[config.mk]
export PLATFORM = sky130hd
export DESIGN_NAME = ex_mem_stage
export DESIGN_NICKNAME = d
export VERILOG_FILES = /design/src/rtl/cpu_pkg.sv /design/src/rtl/zero_detect64.sv /design/src/rtl/ex_mem_stage.sv
export SDC_FILE = /design/constraint.sdc
export NUM_CORES = 1
export LEC_CHECK = 0
export CAP_MARGIN = 20
export CELL_PAD_IN_SITES_DETAIL_PLACEMENT = 0
export CELL_PAD_IN_SITES_GLOBAL_PLACEMENT = 1
export CORE_UTILIZATION = 23
export CTS_CLUSTER_SIZE = 14
export DETAILED_ROUTE_END_ITERATION = 8
export GPL_TIMING_DRIVEN = 0
export PLACE_DENSITY = 0.77
export SETUP_SLACK_MARGIN = 0.5
export SYNTH_ARGS = -nofsm -noshare
export SYNTH_HDL_FRONTEND = slang
export SYNTH_SLANG_ARGS = --single-unit
[constraint.sdc]
create_clock -name clk -period 1.55 [get_ports clk]
set_input_delay 0.31 -clock clk [delete_from_list [all_inputs] [get_ports clk]]
set_output_delay 0.31 -clock clk [all_outputs]
set_load 0.05 [all_outputs]
[src/rtl/cpu_pkg.sv]
// Shared CPU definitions: NZCV flag layout, zero-register index and datapath defaults.
package cpu_pkg;

  localparam int DEF_WIDTH = 64;
  localparam int DEF_RADDR = 5;

  localparam logic [4:0] XZR = 5'd31;

  localparam int FLAG_N = 3;
  localparam int FLAG_Z = 2;
  localparam int FLAG_C = 1;
  localparam int FLAG_V = 0;

  typedef struct packed {
    logic n;
    logic z;
    logic c;
    logic v;
  } nzcv_t;

endpackage

[src/rtl/zero_detect64.sv]
// 64-input NOR as a 16 -> 4 -> 1 tree of 4-input OR gates with a final inversion,
// mirroring the gate-level structure of the ALU.
module zero_detect64 (
  input  logic [63:0] data,
  output logic        zero
);

  logic [15:0] or_l1;
  logic [3:0]  or_l2;
  logic        any_set;

  for (genvar i = 0; i < 16; i++) begin : g_l1
    assign or_l1[i] = |data[4*i +: 4];
  end

  for (genvar j = 0; j < 4; j++) begin : g_l2
    assign or_l2[j] = |or_l1[4*j +: 4];
  end

  assign any_set = |or_l2;
  assign zero    = ~any_set;

endmodule

[src/rtl/ex_mem_stage.sv]
// EX/MEM pipeline register with the architectural NZCV flag register.
// Priority on each edge: reset > flush > stall > load.
module ex_mem_stage
  import cpu_pkg::*;
#(
  parameter int WIDTH = DEF_WIDTH,
  parameter int RADDR = DEF_RADDR
) (
  input  logic             clk,
  input  logic             reset,
  input  logic             stall,
  input  logic             flush,
  input  logic             ex_valid,
  input  logic [WIDTH-1:0] ex_result,
  input  logic             ex_carry,
  input  logic             ex_overflow,
  input  logic             ex_set_flags,
  input  logic [WIDTH-1:0] ex_store_data,
  input  logic [RADDR-1:0] ex_rd,
  input  logic             ex_reg_write,
  input  logic             ex_mem_read,
  input  logic             ex_mem_write,
  output logic             ex_zero,
  output logic             mem_valid,
  output logic [WIDTH-1:0] mem_result,
  output logic [WIDTH-1:0] mem_store_data,
  output logic [RADDR-1:0] mem_rd,
  output logic             mem_reg_write,
  output logic             mem_mem_read,
  output logic             mem_mem_write,
  output logic [3:0]       flags
);

  nzcv_t flags_q;
  logic  load;
  logic  rd_is_xzr;

  zero_detect64 u_zero_detect (
    .data (ex_result),
    .zero (ex_zero)
  );

  assign load      = !flush && !stall;
  assign rd_is_xzr = (ex_rd == RADDR'(XZR));

  // Data fields are left untouched by a flush; the cleared valid bit marks them dead.
  always_ff @(posedge clk) begin
    if (reset) begin
      mem_result     <= '0;
      mem_store_data <= '0;
      mem_rd         <= '0;
    end else if (load) begin
      mem_result     <= ex_result;
      mem_store_data <= ex_store_data;
      mem_rd         <= ex_rd;
    end
  end

  always_ff @(posedge clk) begin
    if (reset || flush) begin
      mem_valid     <= 1'b0;
      mem_reg_write <= 1'b0;
      mem_mem_read  <= 1'b0;
      mem_mem_write <= 1'b0;
    end else if (!stall) begin
      mem_valid     <= ex_valid;
      mem_reg_write <= ex_reg_write & ex_valid & ~rd_is_xzr;
      mem_mem_read  <= ex_mem_read & ex_valid;
      mem_mem_write <= ex_mem_write & ex_valid;
    end
  end

  always_ff @(posedge clk) begin
    if (reset) begin
      flags_q <= '0;
    end else if (load && ex_valid && ex_set_flags) begin
      flags_q.n <= ex_result[WIDTH-1];
      flags_q.z <= ex_zero;
      flags_q.c <= ex_carry;
      flags_q.v <= ex_overflow;
    end
  end

  assign flags = flags_q;

endmodule

==> results.md <==
* HP Class: in -> reg
* Vias in the first global route at 5474
* DP Wirelength at 14.0 mm
* Multiplexer share of the synthesized area at 0.00605
* RSZ-0062 raised after global routing: true
* CTS tree: yes
* Element type at the critical path end: output pin
* Max_cap viols at 0
* Clk sinks at 141
* Fin. max-slew vios at 0
* Port bufs at 284
* Fin crit period at 2.01 ns
* Grt ovf at 0
* CP Data Arrival Time at 1.70 ns
* DIE WIDTH at 149 um
* Cell area after synthesis at 4960 um2
* Drc violations at 0
* Xor and xnor area share after synthesis at 0
* Pwr dens at 1000 nW/um2
* Unique masters post-synth at 19
* Drt first pass iters at 6
* Ports at 286
* Busiest grt layer: met2
* Row count at 53
* Final Skew at 0 ns
* Setup Slack @ Placement at -1.67 ns
* Final setup vio count at 2
* Top post-synthesis cells by area: dfxtp_1 (57%), nand2_1 (20%), a21oi_1 (14%)
* Largest net degree at the start of global routing at 17
* Post-CTS Hold Fix Bufs at 0
* Crit path kind: in -> out
* Root Buffer: clkbuf_16
* Synth area leader: dfxtp_1
* H-tree depth at 4
* Yosys warns at 0
* Fmax at 499 MHz
* Final hold vios at 0
* Syn_nets at 774
* Detailed router's first-iteration violation count at 161
* Total wire length at 19.8 mm
* Post-route ant nets at 0
* FILL cells at 2046
* Vias/cell at 4.36
* Area of the core at 21100 um2
* Seq/Total Area, Yosys at 0.569
* RR Startpoint: mem_store_data[21]$_SDFFE_PP0N_
* Post-Syn Area per Cell at 7.88 um2
* CTS Buf Count at 17
* Die area at 22200 um2
* P_leak at 4.14 nW
* Worst-path clk slew at 0.06 ns
* Synth Instances at 630
* Wirelength per Cell at 15.6 um
* Failing checks: setup timing
* Synth Register Bits at 141
* Maximum vdd ir drop at 680 uV
* Compound-Gate Fraction of Synth Area at 0.142
* Met2 Usage GRT at 0.298
* Final #Nets at 1121
* CP max FO at 2
* Relative slew margins at 0.549
* Total track usage at 0.176
* Hold Slack at 0.121 ns
* Simple-gate share of the synthesized area at 0.243
* Post-Synth Adder-Cell Area at 0
* Main combinational cell family by area after synthesis: simple AND/OR/NAND/NOR gates
* Vias at 5519
* Share of layout cells above drive strength 1 at 0.482
* Worst Hold Launch: flush
* GP Congestion at 0.769
* Crit share post-route at 1.29
* Setup crit start: ex_result[4]
* Max clock buf depth at 2
* Area grow syn2layout at 106%
* Global-route wire length before repair at 29.8 mm
* Met1 Usage GRT at 0.207
* Core Util, Final at 0.485
* Die height at 149 um
* Synth top area share at 0.569
* Skew-Pair Late Insertion Delay at 0.42 ns
* Initial antenna violation count at 1
* Total power draw at 10.2 mW
* Status: finished, violations left
* CP startpoint kind: input port
* Met3 GRT Util at 0.0618
* Worst-Margin Slew at 0.676 ns
* Worst Path Required at 1.24 ns
* Starting Density at 0.235
* Setup ws final at -0.456 ns
-- where the power goes --
part / total, mW / switching [mW] / internal (mW)
logic: 2.03 / 1.10 / 0.929
clock network: 4.26 / 1.70 / 2.56
registers: 3.96 / 0.141 / 3.82
-- logic make-up (layout without fill, tap and decap cells) --
family          count (synthesis)  count (layout)
flops                         141             141
mux                             3               3
compound gates                138             138
buf+inv                        47             407
other cells                     0               1
simple gates                  301             301
-- registers in the layout, indices dropped and copies added, names as in the netlist --
name / cells
flags: 4
mem_mem_read: 1
mem_mem_write: 1
mem_rd: 5
mem_reg_write: 1
mem_result: 64
mem_store_data: 64
mem_valid: 1
-- stage by stage --
stage | area, um2 | instances | setup TNS (ns)
after floorplan | 5140 | 630 | -0.190
after global placement | 8330 | 1189 | -67.01
after detailed placement | 8330 | 1189 | -69.48
after CTS | 9960 | 1236 | -0.878
after global routing | 10200 | 1266 | -0.949
final | 10200 | 1266 | -0.882
-- per-layer routing --
| layer | vias to the layer above | wire length, um | share of wire |
|---|---|---|---|
| met2 | 190 | 9660 | 0.49 |
| met1 | 2540 | 8270 | 0.42 |
| li1 | 2773 | - | - |
| met4 | 0 | 204 | 0.010 |
| met5 | - | 0 | 0 |
| met3 | 16 | 1630 | 0.082 |
-- cell usage after synthesis --
cell type	n
a32oi_1	1
clkbuf_1	28
inv_1	1
nor4_1	16
nand2_1	266
a21oi_1	134
a22oi_1	2
mux2i_1	3
nor2_1	5
nor3_1	4
nor2b_1	1
a211oi_2	1
or4_4	1
and3_1	2
dfxtp_1	141
buf_2	18
or2_1	1
nand3_1	1
nand4_1	4
-- final timing paths --
check	slack [ns]	depth (start not counted)	to
max reg2reg	0.76	4	mem_store_data[21]$_SDFFE_PP0N_
max	-0.46	6	ex_zero
min reg2reg	0.46	2	mem_result[13]$_SDFFE_PP0N_
min	0.12	2	mem_valid$_SDFFE_PP0N_
-- cell usage in the layout, fill, tap and decap left out, drive strengths merged --
cell and n:
nand2 266, buf 244, dfxtp 141, a21oi 134
clkdlybuf4s50 72, clkbuf 53, nor4 16, clkdlybuf4s15 12
dlygate4sd2 9, clkinv 7, nor2 5, nand4 4
nor3 4, inv 4, mux2i 3, bufinv 3
clkinvlp 2, and3 2, a22oi 2, diode 1
or4 1, or2 1, nor2b 1, nand3 1
a32oi 1, a211oi 1, dlymetal6s2s 1
-- area by class of cell --
class	count	area (um2)	share of cell area
inverters	1	7.51	0.000734
well taps	275	344	0.0336
multi-input cells	442	2130	0.209
diodes	1	2.50	0.000245
clock inverters	15	186	0.0182
plain buffers	46	412	0.0402
clock buffers	17	425	0.0416
repair buffers	328	3710	0.363
flip-flops and latches	141	3000	0.293
-- worst max-delay path: stages --
cell	delay (ns)
dlygate4sd2_1	0.26
nor4_2	0.14
nand4_1	0.25
or4_4	0.50
clkinvlp_4	0.10
buf_8	0.14
-- what timing repair did --
| action | in CTS | in global routing |
|---|---|---|
| pin swaps | 22 | 15 |
| endpoints found under the setup margin | 283 | 214 |
| setup buffers | 15 | 29 |
| gates resized for setup | 1530 | 52 |
No activity file was read; power rests on OpenSTA's default activity.
